### src/rtl/shift_seq_pkg.sv
// Shared types and constants for the shift-register sequencer.
package shift_seq_pkg;

   typedef enum logic [1:0] {
      IDLE   = 2'd0,
      SHIFT  = 2'd1,
      SETTLE = 2'd2,
      DONE   = 2'd3
   } shift_seq_state_e;

   localparam logic DIR_LEFT  = 1'b0;
   localparam logic DIR_RIGHT = 1'b1;

endpackage

### src/rtl/shift_seq_bitcnt.sv
// Counter of enabled shifts in the current job.
// term flags the increment that completes the last shift of the word.
module shift_seq_bitcnt #(
   parameter int MSB   = 8,
   parameter int CNT_W = $clog2(MSB + 1)
) (
   input  logic             clk,
   input  logic             rst,
   input  logic             clr,
   input  logic             inc,
   output logic [CNT_W-1:0] cnt,
   output logic             term
);

   logic [CNT_W-1:0] cnt_q;
   logic [CNT_W-1:0] cnt_d;

   // Clear has priority; otherwise count one per enabled shift.
   always_comb begin
      cnt_d = cnt_q;
      if (clr) begin
         cnt_d = '0;
      end else if (inc) begin
         cnt_d = cnt_q + CNT_W'(1);
      end
   end

   // Counter register with synchronous reset.
   always_ff @(posedge clk) begin
      if (rst) begin
         cnt_q <= '0;
      end else begin
         cnt_q <= cnt_d;
      end
   end

   assign cnt  = cnt_q;
   assign term = inc && (cnt_q == CNT_W'(MSB - 1));

endmodule

### src/rtl/shift_seq_ctrl.sv
// Sequencer that serialises a parallel word into an external shift register,
// then reads the register back and returns it over a valid/ready port.
// Optional readback comparator enabled by defining SHIFT_SEQ_CHECK_EN.
module shift_seq_ctrl
   import shift_seq_pkg::*;
#(
   parameter int MSB   = 8,
   parameter int CNT_W = $clog2(MSB + 1)
) (
   input  logic             clk,
   input  logic             rst,
   input  logic             load_valid,
   output logic             load_ready,
   input  logic [MSB-1:0]   load_data,
   input  logic             load_dir,
   input  logic             hold,
   output logic             sr_d,
   output logic             sr_en,
   output logic             sr_dir,
   input  logic [MSB-1:0]   sr_out,
   output logic             busy,
   output logic [CNT_W-1:0] bit_cnt,
   output logic             done_valid,
   input  logic             done_ready,
   output logic [MSB-1:0]   done_data,
   output logic             chk_err
);

   shift_seq_state_e state_q, state_d;
   logic [MSB-1:0]   word_q, word_d;
   logic             dir_q, dir_d;
   logic [MSB-1:0]   done_data_q, done_data_d;
   logic             cnt_clr;
   logic             cnt_inc;
   logic             cnt_term;
   logic [MSB-1:0]   word_msb_first;
   logic [MSB-1:0]   word_lsb_first;

   shift_seq_bitcnt #(
      .MSB   (MSB),
      .CNT_W (CNT_W)
   ) u_bitcnt (
      .clk  (clk),
      .rst  (rst),
      .clr  (cnt_clr),
      .inc  (cnt_inc),
      .cnt  (bit_cnt),
      .term (cnt_term)
   );

   // The bit pointer is the shift count itself: shifting the word moves the next bit to a fixed tap.
   assign word_msb_first = word_q << bit_cnt;
   assign word_lsb_first = word_q >> bit_cnt;

   // Next-state, datapath capture and handshake/pin outputs.
   always_comb begin
      state_d     = state_q;
      word_d      = word_q;
      dir_d       = dir_q;
      done_data_d = done_data_q;
      cnt_clr     = 1'b0;
      cnt_inc     = 1'b0;
      load_ready  = 1'b0;
      done_valid  = 1'b0;
      busy        = 1'b1;
      sr_en       = 1'b0;
      sr_d        = 1'b0;
      case (state_q)
         IDLE: begin
            busy       = 1'b0;
            load_ready = 1'b1;
            if (load_valid) begin
               word_d  = load_data;
               dir_d   = load_dir;
               cnt_clr = 1'b1;
               state_d = SHIFT;
            end
         end
         SHIFT: begin
            sr_en   = !hold;
            cnt_inc = !hold;
            sr_d    = (dir_q == DIR_RIGHT) ? word_lsb_first[0] : word_msb_first[MSB-1];
            if (cnt_term) begin
               state_d = SETTLE;
            end
         end
         SETTLE: begin
            done_data_d = sr_out;
            state_d     = DONE;
         end
         DONE: begin
            done_valid = 1'b1;
            if (done_ready) begin
               state_d = IDLE;
            end
         end
         default: begin
            state_d = IDLE;
         end
      endcase
   end

   // State and datapath registers; reset discards any job in flight.
   always_ff @(posedge clk) begin
      if (rst) begin
         state_q     <= IDLE;
         word_q      <= '0;
         dir_q       <= DIR_LEFT;
         done_data_q <= '0;
      end else begin
         state_q     <= state_d;
         word_q      <= word_d;
         dir_q       <= dir_d;
         done_data_q <= done_data_d;
      end
   end

   assign sr_dir    = dir_q;
   assign done_data = done_data_q;

`ifdef SHIFT_SEQ_CHECK_EN
   logic chk_err_q, chk_err_d;

   // Readback must equal the loaded word in either direction; flag captured with done_data.
   always_comb begin
      chk_err_d = chk_err_q;
      if (state_q == SETTLE) begin
         chk_err_d = (sr_out != word_q);
      end
   end

   // Mismatch flag register.
   always_ff @(posedge clk) begin
      if (rst) begin
         chk_err_q <= 1'b0;
      end else begin
         chk_err_q <= chk_err_d;
      end
   end

   assign chk_err = chk_err_q;
`else
   assign chk_err = 1'b0;
`endif

endmodule
### config.mk
export PLATFORM = sky130hd
export DESIGN_NAME = shift_seq_ctrl
export DESIGN_NICKNAME = d
export VERILOG_FILES = /design/src/rtl/shift_seq_pkg.sv /design/src/rtl/shift_seq_bitcnt.sv /design/src/rtl/shift_seq_ctrl.sv
export SDC_FILE = /design/constraint.sdc
export NUM_CORES = 1
export LEC_CHECK = 0
export CAP_MARGIN = 10
export CELL_PAD_IN_SITES_DETAIL_PLACEMENT = 0
export CELL_PAD_IN_SITES_GLOBAL_PLACEMENT = 1
export CORE_MARGIN = 4
export CORE_UTILIZATION = 34
export CTS_CLUSTER_SIZE = 24
export DETAILED_ROUTE_END_ITERATION = 16
export PLACE_DENSITY_LB_ADDON = 0.1
export SYNTH_ARGS = -nofsm -noshare
export SYNTH_HDL_FRONTEND = slang
export SYNTH_SLANG_ARGS = --single-unit
### constraint.sdc
create_clock -name clk -period 3.5 [get_ports clk]
set_input_delay 0.35 -clock clk [delete_from_list [all_inputs] [get_ports clk]]
set_output_delay 0.35 -clock clk [all_outputs]
set_load 0.02 [all_outputs]
==> reports/qor.txt <==
========================================================================================
Result of the run                                                           finished clean
Final Hold Fails                                                                       0
Initial detailed-routing violation count                                              34
H-Tree Depth                                                                           1
Average instance area after synthesis                                           9.05 µm²
Top Ports                                                                             41
First-pass GRT wire length                                                       4350 µm
Area used by sequential logic in the layout                                      460 µm²
Portion of the post-synthesis area used by sequential elements                     41.7%
Hold Crit Depth                                                                        2
Peak supply drop                                                                0.270 mV
XOR/XNOR Fraction of Synth Area                                                    2.38%
Layout net count                                                                     186
Type of element capturing the critical path                                 primary output
Root Buffer                                                                     clkbuf_4
Area share of and/or/nand/nor cells after synthesis                                17.1%
Met3 Resource Use GR                                                               5.03%
Fill count                                                                           319
Number of pins with negative max-slew slack in the final report                        0
Met1 GRT Util                                                                      15.2%
Number of global-route vias before repair                                            937
Leakage power                                                                   0.563 nW
Kind of critical path                                                         reg -> out
Path category of the worst min-delay check                                    reg -> reg
Number of antenna diodes                                                               0
Hold buffers post-CTS                                                                  0
Pwr Density                                                                   618 nW/µm²
Number of core rows                                                                   20
Final Routed Wirelength                                                          2540 µm
Drc violations                                                                         0
Maximum number of pins on one net before global-route repair                          24
Number of standard cells in the final layout excluding fillers                       201
Clock Skews                                                                    0.0106 ns
Smallest hold slack                                                             0.487 ns
Core area                                                                       3080 µm²
Share of cell area taken by muxes after synthesis                                  16.2%
Worst Path Required                                                              3.15 ns
Cells after Synth                                                                    122
Area added between synthesis and finish                                            38.3%
Clock transition at the registers of the reported paths                          0.11 ns
Area used by multi-input combinational logic                                     572 µm²
FF-to-FF path depth                                                                    5
Ratio of final minimum period to clock period                                      80.8%
Adder and majority cell fraction of the synthesized area                           6.80%
Top delay family on crit path                                                 flip-flops
Instance count on the critical path                                                    5
Placed Cells incl. Taps                                                              197
Highest clock frequency the design can meet                                      354 MHz
Setup TNS after final layout                                                        0 ns
Max transition margin                                                              38.9%
Clock tree from TritonCTS                                                            yes
Detail Placement HPWL                                                            1940 µm
Sort of element at the start of the critical path                                   flop
Port buffer count                                                                     39
Detailed-route vias per instance                                                    4.72
Synthesis-stage register bit count                                                    23
Die area                                                                        4220 µm²
Antenna Nets Post-Route                                                                0
PostCTS Resize Cnt                                                                     0
Clock period minus final worst setup slack                                       2.83 ns
Delay of the slowest cell on the worst path                                      0.62 ns
Routed length per instance                                                       12.6 µm
Area fraction in compound gates after synthesis                                    8.96%
Die Span X                                                                       65.0 µm
Initial standard-cell utilization of the core                                      35.9%
CTS sink count                                                                        23
Nets in the synthesized netlist                                                      150
CP cell instances                                                           mux4_2 > a2bb2oi_1 > a32oi_1 > nor3b_1 > clkdlybuf4s50_1
Source-to-sink clock delay at the later pin of the worst-skew pair               0.31 ns
Fraction of layout instances using a drive strength above 1                        2.55%
Dominant combinational cell family by area after synthesis                  simple AND/OR/NAND/NOR gates
Worst path slowest cell                                                          dfxtp_1
Data arrival at the endpoint of the critical path                                2.48 ns
Antenna violations before repair                                                       0
Buffer and inverter count on the worst path                                            1
Congestion Overflow GR                                                                 0
M2 GR Usage                                                                        23.0%
Count of different cell masters after synthesis                                       24
Inserted Clock Buffers                                                                 3
Die Span Y                                                                       65.0 µm
Max Cap Violations                                                                     0
Final core area utilization                                                        49.6%
Setup repair after global routing missed its margin                                false
Post-CTS Setup Inserts                                                                 0
Final weighted congestion in routability-driven placement                          0.820
Finish-stage setup viols                                                               0
Post-synthesis cell area                                                        1100 µm²
Global-route total usage across every layer                                        13.4%
Top Usage Layer GRT                                                                 met2
Yosys warns                                                                            0
Number of search-and-repair iterations in the first detailed-routing pass              4
Pin slew with the least headroom to its limit                                   0.913 ns
Maximum fanout along the worst path                                                   10
Via count                                                                            948
Number of buffers on the longest clock path                                            2
========================================================================================
## cell families after synthesis
family	after synthesis
flip-flops	23
multiplexers	15
AND/OR/NAND/NOR	44
AO/OA/AOI/OAI	16
XOR/XNOR	3
adder cells (fa/ha/maj)	6
buffers and inverters	14
other	1
## cells in the mapped netlist
master,instances,share of area (%)
ha_1,6,6.8
clkbuf_1,5,1.7
nor2_1,14,4.8
a211oi_1,1,0.68
nor2b_1,2,1.1
xor2_1,2,1.6
a222oi_1,1,0.91
buf_4,1,0.68
xnor2_1,1,0.79
nand2_1,21,7.1
dfxtp_1,23,42
nor3_1,4,1.8
a21oi_1,11,5.0
nand4_1,1,0.57
mux2i_1,13,12
mux4_1,1,2.4
nor3b_1,1,0.68
conb_1,1,0.34
inv_1,6,2.0
a2bb2oi_1,2,1.6
mux4_2,1,2.0
nand4bb_1,1,1.0
a32oi_1,1,0.79
buf_6,2,2.0
## placed cells by master (no fill, tap or decap), drive strengths merged, types with 4 or more instances in the layout
| cell | instances |
|---|---|
| nor3 | 4 |
| inv | 6 |
| nand2 | 21 |
| dfxtp | 23 |
| a21oi | 11 |
| clkdlybuf4s50 | 39 |
| clkbuf | 4 |
| mux2i | 13 |
| ha | 6 |
| nor2 | 14 |
## state kept, by name (all words and copies together), names as in the netlist
name	flops
sr_dir	1
done_data	8
u_bitcnt.cnt	4
state_q	2
word_q	8
## per-stage QoR
step | worst slack [ns] | power [W] | cell area (µm²)
final | 0.674 | 0.000944 | 1530
after global routing | 0.516 | 0.00102 | 1530
after CTS | 0.628 | 0.000963 | 1530
after detailed placement | 0.990 | 0.000836 | 1500
after global placement | 1.07 | 0.000820 | 1500
after floorplan | 1.51 | 0.000664 | 1100
## final cells by class
class / instances / share of cell area, %
sequential: 23 / 30.2
multi-input combinational: 85 / 37.5
clock buffer: 4 / 1.72
timing repair buffer: 39 / 25.6
inverter: 6 / 1.48
tap: 44 / 3.61
## path summary, 6_finish.rpt
check,from,endpoint,slack (ns)
max,u_bitcnt.cnt[0]$_SDFFE_PP0P_,sr_d,0.67
min,word_q[4]$_SDFFE_PP0P_,word_q[4]$_SDFFE_PP0P_,0.49
min reg2reg,word_q[4]$_SDFFE_PP0P_,word_q[4]$_SDFFE_PP0P_,0.49
max reg2reg,u_bitcnt.cnt[0]$_SDFFE_PP0P_,state_q[1]$_SDFFE_PP0P_,1.62
## power breakdown
part	total, W	internal, W	switching, W
Combinational	0.000460	0.000219	0.000242
Clock	0.000121	0.0000446	0.0000767
Sequential	0.000363	0.000316	0.0000469
Total	0.000944	0.000579	0.000365
## per-layer routing
metal / vias up / routed length [µm] / part of all wire, %
li1: 479 / - / -
met1: 438 / 1120 / 44
met2: 27 / 1210 / 48
met3: 4 / 170 / 6.7
met4: 0 / 41 / 1.6
met5: - / 0 / 0
## worst register-to-register path, delay by kind of cell, from the launching register on
kind	cells	cell delay, ns
DFF	1	0.62
muxes	1	0.26
adders and majority gates	1	0.26
AOI/OAI and AO/OA	1	0.46
and+or+nand+nor	2	0.17
Note: power is estimated with default switching activity, not from simulation.
==> RTL change (same settings) <==
Re-encode `shift_seq_state_e` (4 states) as one-hot, 4 bits wide.
--- a/src/rtl/shift_seq_pkg.sv
+++ b/src/rtl/shift_seq_pkg.sv
@@ -1,11 +1,11 @@
 // Shared types and constants for the shift-register sequencer.
 package shift_seq_pkg;
 
-   typedef enum logic [1:0] {
-      IDLE   = 2'd0,
-      SHIFT  = 2'd1,
-      SETTLE = 2'd2,
-      DONE   = 2'd3
+   typedef enum logic [3:0] {
+      IDLE   = 4'b0001,
+      SHIFT  = 4'b0010,
+      SETTLE = 4'b0100,
+      DONE   = 4'b1000
    } shift_seq_state_e;
 
    localparam logic DIR_LEFT  = 1'b0;
Check against the original RTL: same outputs for any inputs over 10 cycles, from zero or initial values and one cycle with rst high; not proved beyond that.
==> RTL change against the original RTL <==
Design area is 6.6% higher; routed wire length is 9.2% higher; final cell count is 9.0% higher; worst setup slack better by 0.036 ns; global-route usage is 0.78 points lower; area after synthesis is 10% higher; hold slack worse by 0.025 ns; sequential cell count is 2 higher.
Power is not compared: it rests on default switching activity, and its combinational part moved more than twofold at a synthesized area within 25%.
==> RTL change: results (changes against the original RTL) <==
| Metric | Value |
|---|---|
| Clk pin slew, worst setup/hold paths | `0.14 ns (+0.03 ns)` |
| Largest net degree at the start of global routing | `26 (+8.3%)` |
| Post-synth top cells | `nand2_1 (37), dfxtp_1 (25), a21oi_1 (19)` |
| Reg2Reg Setup Slack | `1.79 ns (+0.17 ns)` |
| Met3 Usage GRT | `3.33% (-1.7 points)` |
| Final Hold Slack | `0.462 ns (-0.0248 ns)` |
| Dpl cell area | `1600 um2 (+6.6%)` |
| Grt met1 use | `14.0% (-1.2 points)` |
| Vias in the first global route | `1012 (+8.0%)` |
| Max_slew headroom | `37.7% (-1.2 points)` |
| NumNets Final | `197 (+5.9%)` |
| Gpl congestion | `0.756 (-7.8%)` |
| Met2 GRT Util | `22.4% (-0.63 points)` |
| Met2 wire length | `1330 um (+10%)` |
| Worst reg2reg startpoint | `state_q[2]$_SDFFE_PP0P_` |
| Reg2Reg Capture Point | `done_data[5]$_SDFFE_PP0P_` |
| Placed cell count | `215 (+9.1%)` |
| Met3 routed WL | `184 um (+8.2%)` |
| Worst slack after detailed placement | `1.06 ns (+0.0700 ns)` |
| Post-synth net total | `162 (+8.0%)` |
| First-pass GRT wire length | `4400 um (+0.96%)` |
| CP max stage delay | `0.64 ns (+0.02 ns)` |
| Status | `complete, no violations` |
| Synth Area per Inst | `8.75 um2 (-3.3%)` |
| Clock skew | `0.00290 ns (-0.00767 ns)` |
| YS warnings | `0 (unchanged)` |
| Iteration-0 DRC Markers | `63 (+85%)` |
| Final Core Density | `48.0% (-1.6 points)` |
| R2R cell count | `3 (-2)` |
| Fill count | `315 (-1.3%)` |
| WL final | `2770 um (+9.2%)` |
| WL met1 | `1220 um (+8.9%)` |
| Sequential area share after synthesis | `41.2% (-0.57 points)` |
| Hold path start | `done_data[1]$_SDFFE_PP0P_` |
| Hold EP | `done_data[1]$_SDFFE_PP0P_` |
| Worst Path Arrival | `2.44 ns (-0.04 ns)` |
[RTL change: cell count changes in the layout (fill, tap and decap cells not counted), moves of 5 or more]
cell	delta
mux2i_1	-9
a21oi_1	+8
nand2_1	+16
ha_1	-5
inv_1	-5
nor2_1	-7
[RTL change: how the worst max path moves through the flow]
| stage | from | end | slack (ns) | cells after the start |
|---|---|---|---|---|
| floorplan | u_bitcnt.cnt[0]$_SDFFE_PP0P_ | sr_d | 1.56 | 6 |
| global placement | u_bitcnt.cnt[0]$_SDFFE_PP0P_ | sr_d | 1.12 | 6 |
| detailed placement | u_bitcnt.cnt[0]$_SDFFE_PP0P_ | sr_d | 1.06 | 6 |
| CTS | u_bitcnt.cnt[0]$_SDFFE_PP0P_ | sr_d | 0.68 | 6 |
| global route | u_bitcnt.cnt[0]$_SDFFE_PP0P_ | sr_d | 0.54 | 6 |
| finish | u_bitcnt.cnt[0]$_SDFFE_PP0P_ | sr_d | 0.71 | 6 |
[RTL change: logic make-up (layout without fill, tap and decap cells)]
family | after synthesis | count (layout) | share of synthesized area, %
fa+ha+maj | 1 | 1 | 1.03
other cells | 1 | 1 | 0.308
simple gates | 65 | 65 | 29.2
buf+inv | 10 | 44 | 5.66
xor+xnor | 3 | 3 | 2.16
compound gates | 27 | 27 | 12.6
flops | 25 | 25 | 41.2
mux | 7 | 7 | 7.92
[RTL change: layout make-up]
type | count | share of cell area (%)
flip-flops and latches | 25 | 30.8
clock buffers | 3 | 1.38
clock inverters | 1 | 0.308
repair buffers | 39 | 24.0
inverters | 1 | 0.231
multi-input cells | 104 | 39.8
well taps | 46 | 3.54
[RTL change: worst register-to-register path, cell delays in order (launching register included)]
cell	delay, ns
dfxtp_1	0.62
nor4b_2	0.75
nand2_1	0.13
a21oi_1	0.14
